### config.mk
export PLATFORM = sky130hd
export DESIGN_NAME = sya_out_wb_arb_flat
export DESIGN_NICKNAME = d
export VERILOG_FILES = /design/src/rtl/sya_out_wb_arb_if.sv /design/src/rtl/sya_out_wb_arb.sv /design/src/flat_wrapper.sv
export SDC_FILE = /design/constraint.sdc
export NUM_CORES = 1
export LEC_CHECK = 0
export BUFFER_PORTS_ARGS = -buffer_cell sky130_fd_sc_hd__clkbuf_2
export CORE_AREA = 8 8 267 269
export CTS_CLUSTER_DIAMETER = 60
export DETAILED_ROUTE_END_ITERATION = 7
export DIE_AREA = 0 0 275 277
export HOLD_SLACK_MARGIN = 0.03
export SYNTH_ARGS = -nofsm -noshare
export SYNTH_HDL_FRONTEND = slang
export SYNTH_SLANG_ARGS = --single-unit
### constraint.sdc
create_clock -name clk -period 2.05 [get_ports clk]
set_input_delay 0.1025 -clock clk [delete_from_list [all_inputs] [get_ports clk]]
set_output_delay 0.1025 -clock clk [all_outputs]
set_load 0.02 [all_outputs]
### src/rtl/sya_out_wb_arb_if.sv
// Signal bundle around the output write-back arbiter: job configuration and
// status, the per-bank de-skewed input streams, and the global-buffer write port.
interface sya_out_wb_arb_if #(
    parameter int unsigned NUM_BANK   = 4,
    parameter int unsigned DATA_WIDTH = 128,
    parameter int unsigned ADDR_WIDTH = 16
);
    localparam int unsigned BANK_W = $clog2(NUM_BANK);

    logic                           cfg_start;
    logic [ADDR_WIDTH-1:0]          cfg_base_addr;
    logic [15:0]                    cfg_num_pkg;
    logic [NUM_BANK*DATA_WIDTH-1:0] in_data;
    logic [NUM_BANK-1:0]            in_vld;
    logic [NUM_BANK-1:0]            in_rdy;
    logic [DATA_WIDTH-1:0]          wr_data;
    logic [ADDR_WIDTH-1:0]          wr_addr;
    logic [BANK_W-1:0]              wr_bank;
    logic                           wr_vld;
    logic                           wr_rdy;
    logic                           busy;
    logic                           done;

    // Arbiter side
    modport slave (
        input  cfg_start, cfg_base_addr, cfg_num_pkg, in_data, in_vld, wr_rdy,
        output in_rdy, wr_data, wr_addr, wr_bank, wr_vld, busy, done
    );

    // Environment side (banks, global buffer, controller)
    modport master (
        output cfg_start, cfg_base_addr, cfg_num_pkg, in_data, in_vld, wr_rdy,
        input  in_rdy, wr_data, wr_addr, wr_bank, wr_vld, busy, done
    );
endinterface

### src/rtl/sya_out_wb_arb.sv
// Write-back scheduler for the systolic-array de-skew stage. Grants bank streams
// a whole package at a time, round-robin, onto the single global-buffer write
// port, generating linear addresses from the configured base.
module sya_out_wb_arb #(
    parameter int unsigned NUM_BANK   = 4,
    parameter int unsigned DATA_WIDTH = 128,
    parameter int unsigned PKG_LEN    = 16,
    parameter int unsigned ADDR_WIDTH = 16
) (
    input  logic            clk,
    input  logic            rst_n,
    sya_out_wb_arb_if.slave bus
);
    localparam int unsigned BANK_W = $clog2(NUM_BANK);
    localparam int unsigned BEAT_W = $clog2(PKG_LEN);
    localparam logic [BEAT_W-1:0] LAST_BEAT = BEAT_W'(PKG_LEN - 1);
    localparam logic [BANK_W-1:0] LAST_BANK = BANK_W'(NUM_BANK - 1);

    typedef enum logic [1:0] {
        ST_IDLE,
        ST_ARB,
        ST_XFER,
        ST_DONE
    } state_t;

    state_t                state_q, state_d;
    logic [ADDR_WIDTH-1:0] addr_q, addr_d;
    logic [15:0]           num_pkg_q, num_pkg_d;
    logic [15:0]           pkg_cnt_q, pkg_cnt_d;
    logic [BEAT_W-1:0]     beat_cnt_q, beat_cnt_d;
    logic [BANK_W-1:0]     grant_q, grant_d;
    logic [BANK_W-1:0]     last_q, last_d;

    logic                  hit;
    logic [BANK_W-1:0]     hit_bank;
    logic [BANK_W-1:0]     cand;
    logic [16:0]           pkg_next;
    logic                  beat_fire;
    logic [NUM_BANK-1:0]   in_rdy_w;
    logic                  wr_vld_w;

    // Round-robin search: first valid bank strictly after the last grant
    always_comb begin
        hit      = 1'b0;
        hit_bank = '0;
        cand     = '0;
        for (int unsigned i = 1; i <= NUM_BANK; i++) begin
            cand = BANK_W'((32'(last_q) + i) % NUM_BANK);
            if (!hit && bus.in_vld[cand]) begin
                hit      = 1'b1;
                hit_bank = cand;
            end
        end
    end

    // Next-state, counters and handshake outputs
    always_comb begin
        state_d    = state_q;
        addr_d     = addr_q;
        num_pkg_d  = num_pkg_q;
        pkg_cnt_d  = pkg_cnt_q;
        beat_cnt_d = beat_cnt_q;
        grant_d    = grant_q;
        last_d     = last_q;
        in_rdy_w   = '0;
        wr_vld_w   = 1'b0;
        beat_fire  = 1'b0;
        pkg_next   = {1'b0, pkg_cnt_q} + 17'd1;

        case (state_q)
            ST_IDLE: begin
                if (bus.cfg_start) begin
                    addr_d    = bus.cfg_base_addr;
                    num_pkg_d = bus.cfg_num_pkg;
                    pkg_cnt_d = '0;
                    state_d   = (bus.cfg_num_pkg == 16'd0) ? ST_DONE : ST_ARB;
                end
            end
            ST_ARB: begin
                if (hit) begin
                    grant_d    = hit_bank;
                    last_d     = hit_bank;
                    beat_cnt_d = '0;
                    state_d    = ST_XFER;
                end
            end
            ST_XFER: begin
                wr_vld_w          = bus.in_vld[grant_q];
                in_rdy_w[grant_q] = bus.wr_rdy;
                beat_fire         = bus.in_vld[grant_q] & bus.wr_rdy;
                if (beat_fire) begin
                    addr_d     = addr_q + ADDR_WIDTH'(1);
                    beat_cnt_d = beat_cnt_q + BEAT_W'(1);
                    if (beat_cnt_q == LAST_BEAT) begin
                        pkg_cnt_d = pkg_next[15:0];
                        state_d   = (pkg_next == {1'b0, num_pkg_q}) ? ST_DONE : ST_ARB;
                    end
                end
            end
            ST_DONE: begin
                state_d = ST_IDLE;
            end
            default: begin
                state_d = ST_IDLE;
            end
        endcase
    end

    // State and counter registers; reset aborts any job in flight
    always_ff @(posedge clk or negedge rst_n) begin
        if (!rst_n) begin
            state_q    <= ST_IDLE;
            addr_q     <= '0;
            num_pkg_q  <= '0;
            pkg_cnt_q  <= '0;
            beat_cnt_q <= '0;
            grant_q    <= '0;
            last_q     <= LAST_BANK;
        end else begin
            state_q    <= state_d;
            addr_q     <= addr_d;
            num_pkg_q  <= num_pkg_d;
            pkg_cnt_q  <= pkg_cnt_d;
            beat_cnt_q <= beat_cnt_d;
            grant_q    <= grant_d;
            last_q     <= last_d;
        end
    end

    assign bus.in_rdy  = in_rdy_w;
    assign bus.wr_vld  = wr_vld_w;
    assign bus.wr_data = bus.in_data[32'(grant_q) * DATA_WIDTH +: DATA_WIDTH];
    assign bus.wr_addr = addr_q;
    assign bus.wr_bank = grant_q;
    assign bus.busy    = (state_q != ST_IDLE);
    assign bus.done    = (state_q == ST_DONE);
endmodule
### src/flat_wrapper.sv
// flat-port wrapper written by rule: the top's interface ports become plain ports
module sya_out_wb_arb_flat 
#(
    parameter int unsigned NUM_BANK   = 4,
    parameter int unsigned DATA_WIDTH = 128,
    parameter int unsigned PKG_LEN    = 16,
    parameter int unsigned ADDR_WIDTH = 16
)
  (clk, rst_n, bus_cfg_start, bus_cfg_base_addr, bus_cfg_num_pkg, bus_in_data, bus_in_vld, bus_wr_rdy, bus_in_rdy, bus_wr_data, bus_wr_addr, bus_wr_bank, bus_wr_vld, bus_busy, bus_done);
  sya_out_wb_arb_if #(.NUM_BANK(NUM_BANK), .DATA_WIDTH(DATA_WIDTH), .ADDR_WIDTH(ADDR_WIDTH)) bus_i ();
  input  logic clk;
  input  logic rst_n;
  input wire logic [$bits(bus_i.cfg_start)-1:0] bus_cfg_start;
  input wire logic [$bits(bus_i.cfg_base_addr)-1:0] bus_cfg_base_addr;
  input wire logic [$bits(bus_i.cfg_num_pkg)-1:0] bus_cfg_num_pkg;
  input wire logic [$bits(bus_i.in_data)-1:0] bus_in_data;
  input wire logic [$bits(bus_i.in_vld)-1:0] bus_in_vld;
  input wire logic [$bits(bus_i.wr_rdy)-1:0] bus_wr_rdy;
  output wire logic [$bits(bus_i.in_rdy)-1:0] bus_in_rdy;
  output wire logic [$bits(bus_i.wr_data)-1:0] bus_wr_data;
  output wire logic [$bits(bus_i.wr_addr)-1:0] bus_wr_addr;
  output wire logic [$bits(bus_i.wr_bank)-1:0] bus_wr_bank;
  output wire logic [$bits(bus_i.wr_vld)-1:0] bus_wr_vld;
  output wire logic [$bits(bus_i.busy)-1:0] bus_busy;
  output wire logic [$bits(bus_i.done)-1:0] bus_done;
  assign bus_i.cfg_start = bus_cfg_start;
  assign bus_i.cfg_base_addr = bus_cfg_base_addr;
  assign bus_i.cfg_num_pkg = bus_cfg_num_pkg;
  assign bus_i.in_data = bus_in_data;
  assign bus_i.in_vld = bus_in_vld;
  assign bus_i.wr_rdy = bus_wr_rdy;
  assign bus_in_rdy = bus_i.in_rdy;
  assign bus_wr_data = bus_i.wr_data;
  assign bus_wr_addr = bus_i.wr_addr;
  assign bus_wr_bank = bus_i.wr_bank;
  assign bus_wr_vld = bus_i.wr_vld;
  assign bus_busy = bus_i.busy;
  assign bus_done = bus_i.done;
  sya_out_wb_arb #(.NUM_BANK(NUM_BANK), .DATA_WIDTH(DATA_WIDTH), .PKG_LEN(PKG_LEN), .ADDR_WIDTH(ADDR_WIDTH)) u_core (.clk(clk), .rst_n(rst_n), .bus(bus_i));
endmodule
==> flow_metrics.env <==
export IMPL_fin_skew_ps=6.84
export IMPL_period_share_pct=104
export IMPL_p_leak_uw=0.00651
export IMPL_gp_congestion=0.943
export IMPL_final_setup_viol_count=108
export IMPL_synth_nets=1102
export IMPL_setup_ws_ps=-73.1
export IMPL_utilization_pct=21.2
export IMPL_root_buffer="clkbuf_16"
export IMPL_min_path_type="primary input to register"
export IMPL_ant_nets=0
export IMPL_clockBufferDepth=2
export IMPL_synthSimpleGateAreaFrac_pct=11.7
export IMPL_multi_input_comb_area_um2=4910
export IMPL_synth_seq_area_share_pct=22.4
export IMPL_grt_setup_unrepaired="yes"
export IMPL_dp_slack_ps=6.80
export IMPL_coreArea_um2=66800
export IMPL_topRoutingLayerUsed="met5"
export IMPL_max_slew_worst_pin_slew_ps=619
export IMPL_yosysWarnings=0
export IMPL_track_usage_pct=22.5
export IMPL_async_reset_ff_share_pct=100
export IMPL_max_vdd_ir_drop_uv=1010
export IMPL_synth_mux_area_share_pct=48.1
export IMPL_synth_top_family_by_area="multiplexers"
export IMPL_grt_pass1_vias=9455
export IMPL_netlist_top_cells_area="mux4_2 45%, dfrtp_1 22%, o21ai_0 3.7%"
export IMPL_clk_pin_slew_ps=60
export IMPL_power_per_cell_area_nw_per_um2=1530
export IMPL_ys_types=53
export IMPL_synth_xor_area_share_pct=3.65
export IMPL_max_slew_margin_rel_pct=58.7
export IMPL_port_buffers=704
export IMPL_worst_path_most_repeated_cell="buf_12"
export IMPL_antenna_found_initial=118
export IMPL_nNetsFinal=1878
export IMPL_grt_pass1_wl_um=109000
export IMPL_m1WireLength_um=28500
export IMPL_cp_top_family="buffers and inverters"
export IMPL_cts_sinks=58
export IMPL_cts_made_buffers=9
export IMPL_synth_cells=547
export IMPL_cp_slowest_cell="mux4_2"
export IMPL_required_ps=1950
export IMPL_drt_pass1_iter_count=6
export IMPL_wl_um=91500
export IMPL_synth_edff_count=0
export IMPL_status="finished, violations left"
export IMPL_hold_violations=0
export IMPL_avgSynthCellArea_um2=11.9
export IMPL_fp_row_count=95
export IMPL_drc=0
export IMPL_synth_seq_cells=58
export IMPL_fp_dieW_um=275
export IMPL_cts_tree="built"
export IMPL_num_fill_cells=7298
export IMPL_period_needed_ps=2120
export IMPL_fmax_mhz=471
export IMPL_arrival_ps=2020
export IMPL_violations="setup timing"
export IMPL_yosys_area_share_adder_pct=0.579
export IMPL_critPathKind="register to output port"
export IMPL_path_buf_inv=4
export IMPL_critPathLaunchType="register"
export IMPL_worst_path_largest_cell_delay_ps=550
export IMPL_drv_slew=0
export IMPL_die_area_um2=76200
export IMPL_synth_top_area_share_pct=44.8
export IMPL_avgRoutedWirePerCell_um=41.1
export IMPL_via_per_inst=4.24
export IMPL_critPathMaxFanout=5
export IMPL_ctsHtreeMaxLevel=3
export IMPL_synth_ff_type="dfrtp_1"
export IMPL_detailedRoute_firstIterationViolations=668
export IMPL_yosys_area_top_type="mux4_2"
export IMPL_dp_final_hpwl_um=81400
export IMPL_die_h_um=277
export IMPL_regArea_um2=1460
export IMPL_met3_length_um=17100
export IMPL_wl_met2_um=42200
export IMPL_syn_area_um2=6480
export IMPL_synth_compound_area_share_pct=9.16
export IMPL_layout_drive_gt1_share_pct=76.1
export IMPL_syn_to_final_growth_pct=118
export IMPL_grt_max_degree=26
export IMPL_grt_overflow=0
export IMPL_vias=9444
export IMPL_start_util_pct=9.71
export IMPL_maxCapViolCount=0
export IMPL_crit_path_end_kind="output port"
export IMPL_path_cells="buf_12 -> buf_12 -> buf_8 -> mux4_2 -> clkbuf_16"
export IMPL_insertion_delay_ps=340
export IMPL_ioPinCount=705
worst reg2reg max path: cells and delay by family, from the launching register on:
family	cells	cell delay, ps
flops	1	530
compound gates	3	200
buf+inv	4	670
mux	1	340
simple gates	2	260
layout by cell type, fill, tap and decap left out, drive strengths merged, types with 27 or more instances in the layout:
cell	n
a21oi	28
buf	191
clkbuf	614
dfrtp	56
diode	27
mux4	129
nand2	32
nand3	27
nor2	27
o21ai	49
cell families (layout without fill, tap and decap cells):
group	Yosys count	after routing
AOI/OAI and AO/OA	103	103
xor gates and xnor gates	27	27
adders and majority gates	3	3
buffers and inverters	61	842
DFF	58	58
muxes	148	148
other	0	27
and+or+nand+nor	147	147
per-stage QoR:
| stage | std cells | TNS (ps) | power (µW) | area [µm²] | hold slack (ps) |
|---|---|---|---|---|---|
| 2_1_floorplan | 547 | 0 | 8780 | 6500 | -193 |
| 3_3_place_gp | 2133 | 0 | 15400 | 11500 | 147 |
| 3_5_place_dp | 2133 | 0 | 15400 | 11500 | 142 |
| 4_1_cts | 2184 | -6190 | 20500 | 13400 | 33.5 |
| 5_1_grt | 2213 | -9710 | 22800 | 14100 | 35.1 |
| 6_report | 2228 | -2770 | 21600 | 14100 | 45.8 |
cell type report:
class | count | share of cell area, %
Timing Repair Buffer | 817 | 44.2
Multi-Input combinational cell | 428 | 34.7
Sequential cell | 58 | 10.3
Tap cell | 873 | 7.73
Clock buffer | 9 | 1.59
Clock inverter | 7 | 0.735
Antenna cell | 27 | 0.478
Inverter | 9 | 0.239
where the power goes:
group          total [µW]  switching (µW)  internal, µW  leakage [µW]
clock                1670             599          1070      0.000160
combinational       17800            9390          8460       0.00563
sequential           2080             519          1560      0.000716
cells in the mapped netlist, drive strengths merged (4+ instances only):
cell type and instances:
nand4 9, a21oi 28, o22ai 4, nand3 27
and2 4, buf 30, inv 9, nand2b 6
clkbuf 21, mux2 18, o31ai 6, nor3 9
nor2 27, o21ai 49, xnor2 14, xor2 13
dfrtp 56, nor4 6, and3 10, nand2 32
mux4 129
flip-flops by register name, indices dropped and copies added (netlist names):
register and flops:
u_core.bus.wr_addr 16, u_core.num_pkg_q 16, u_core.pkg_cnt_q 16, u_core.beat_cnt_q 4, u_core.bus.wr_bank 2, u_core.last_q 2, u_core.state_q 2
timing repair:
action	in CTS	in global routing
pin swaps	0	20
hold endpoints to repair	33	0
setup buffers	10	8
resized for setup	237	216
cloned	9	9
endpoints found under the setup margin	122	160
hold buffers	16	0
final timing paths:
path	end	start	cells after the start	slack [ps]
max reg2reg	u_core.pkg_cnt_q[14]	u_core.bus.wr_bank[0]	10	-50
max	bus_wr_data[27]	u_core.bus.wr_bank[0]	5	-70
min	u_core.num_pkg_q[7]	bus_cfg_num_pkg[7]	2	50
min reg2reg	u_core.last_q[1]	u_core.last_q[1]	2	500
min in group asynchronous	u_core.num_pkg_q[8]	rst_n	2	320
max in group asynchronous	u_core.pkg_cnt_q[2]	rst_n	3	1110
layer usage:
metal  vias to the layer above  GRT usage (%)
met5                         -              0
met4                        68           7.32
met3                       239           18.4
met2                       762           36.4
met1                      4528           21.2
li1                       3847              -
(Power assumes the default switching activity.)
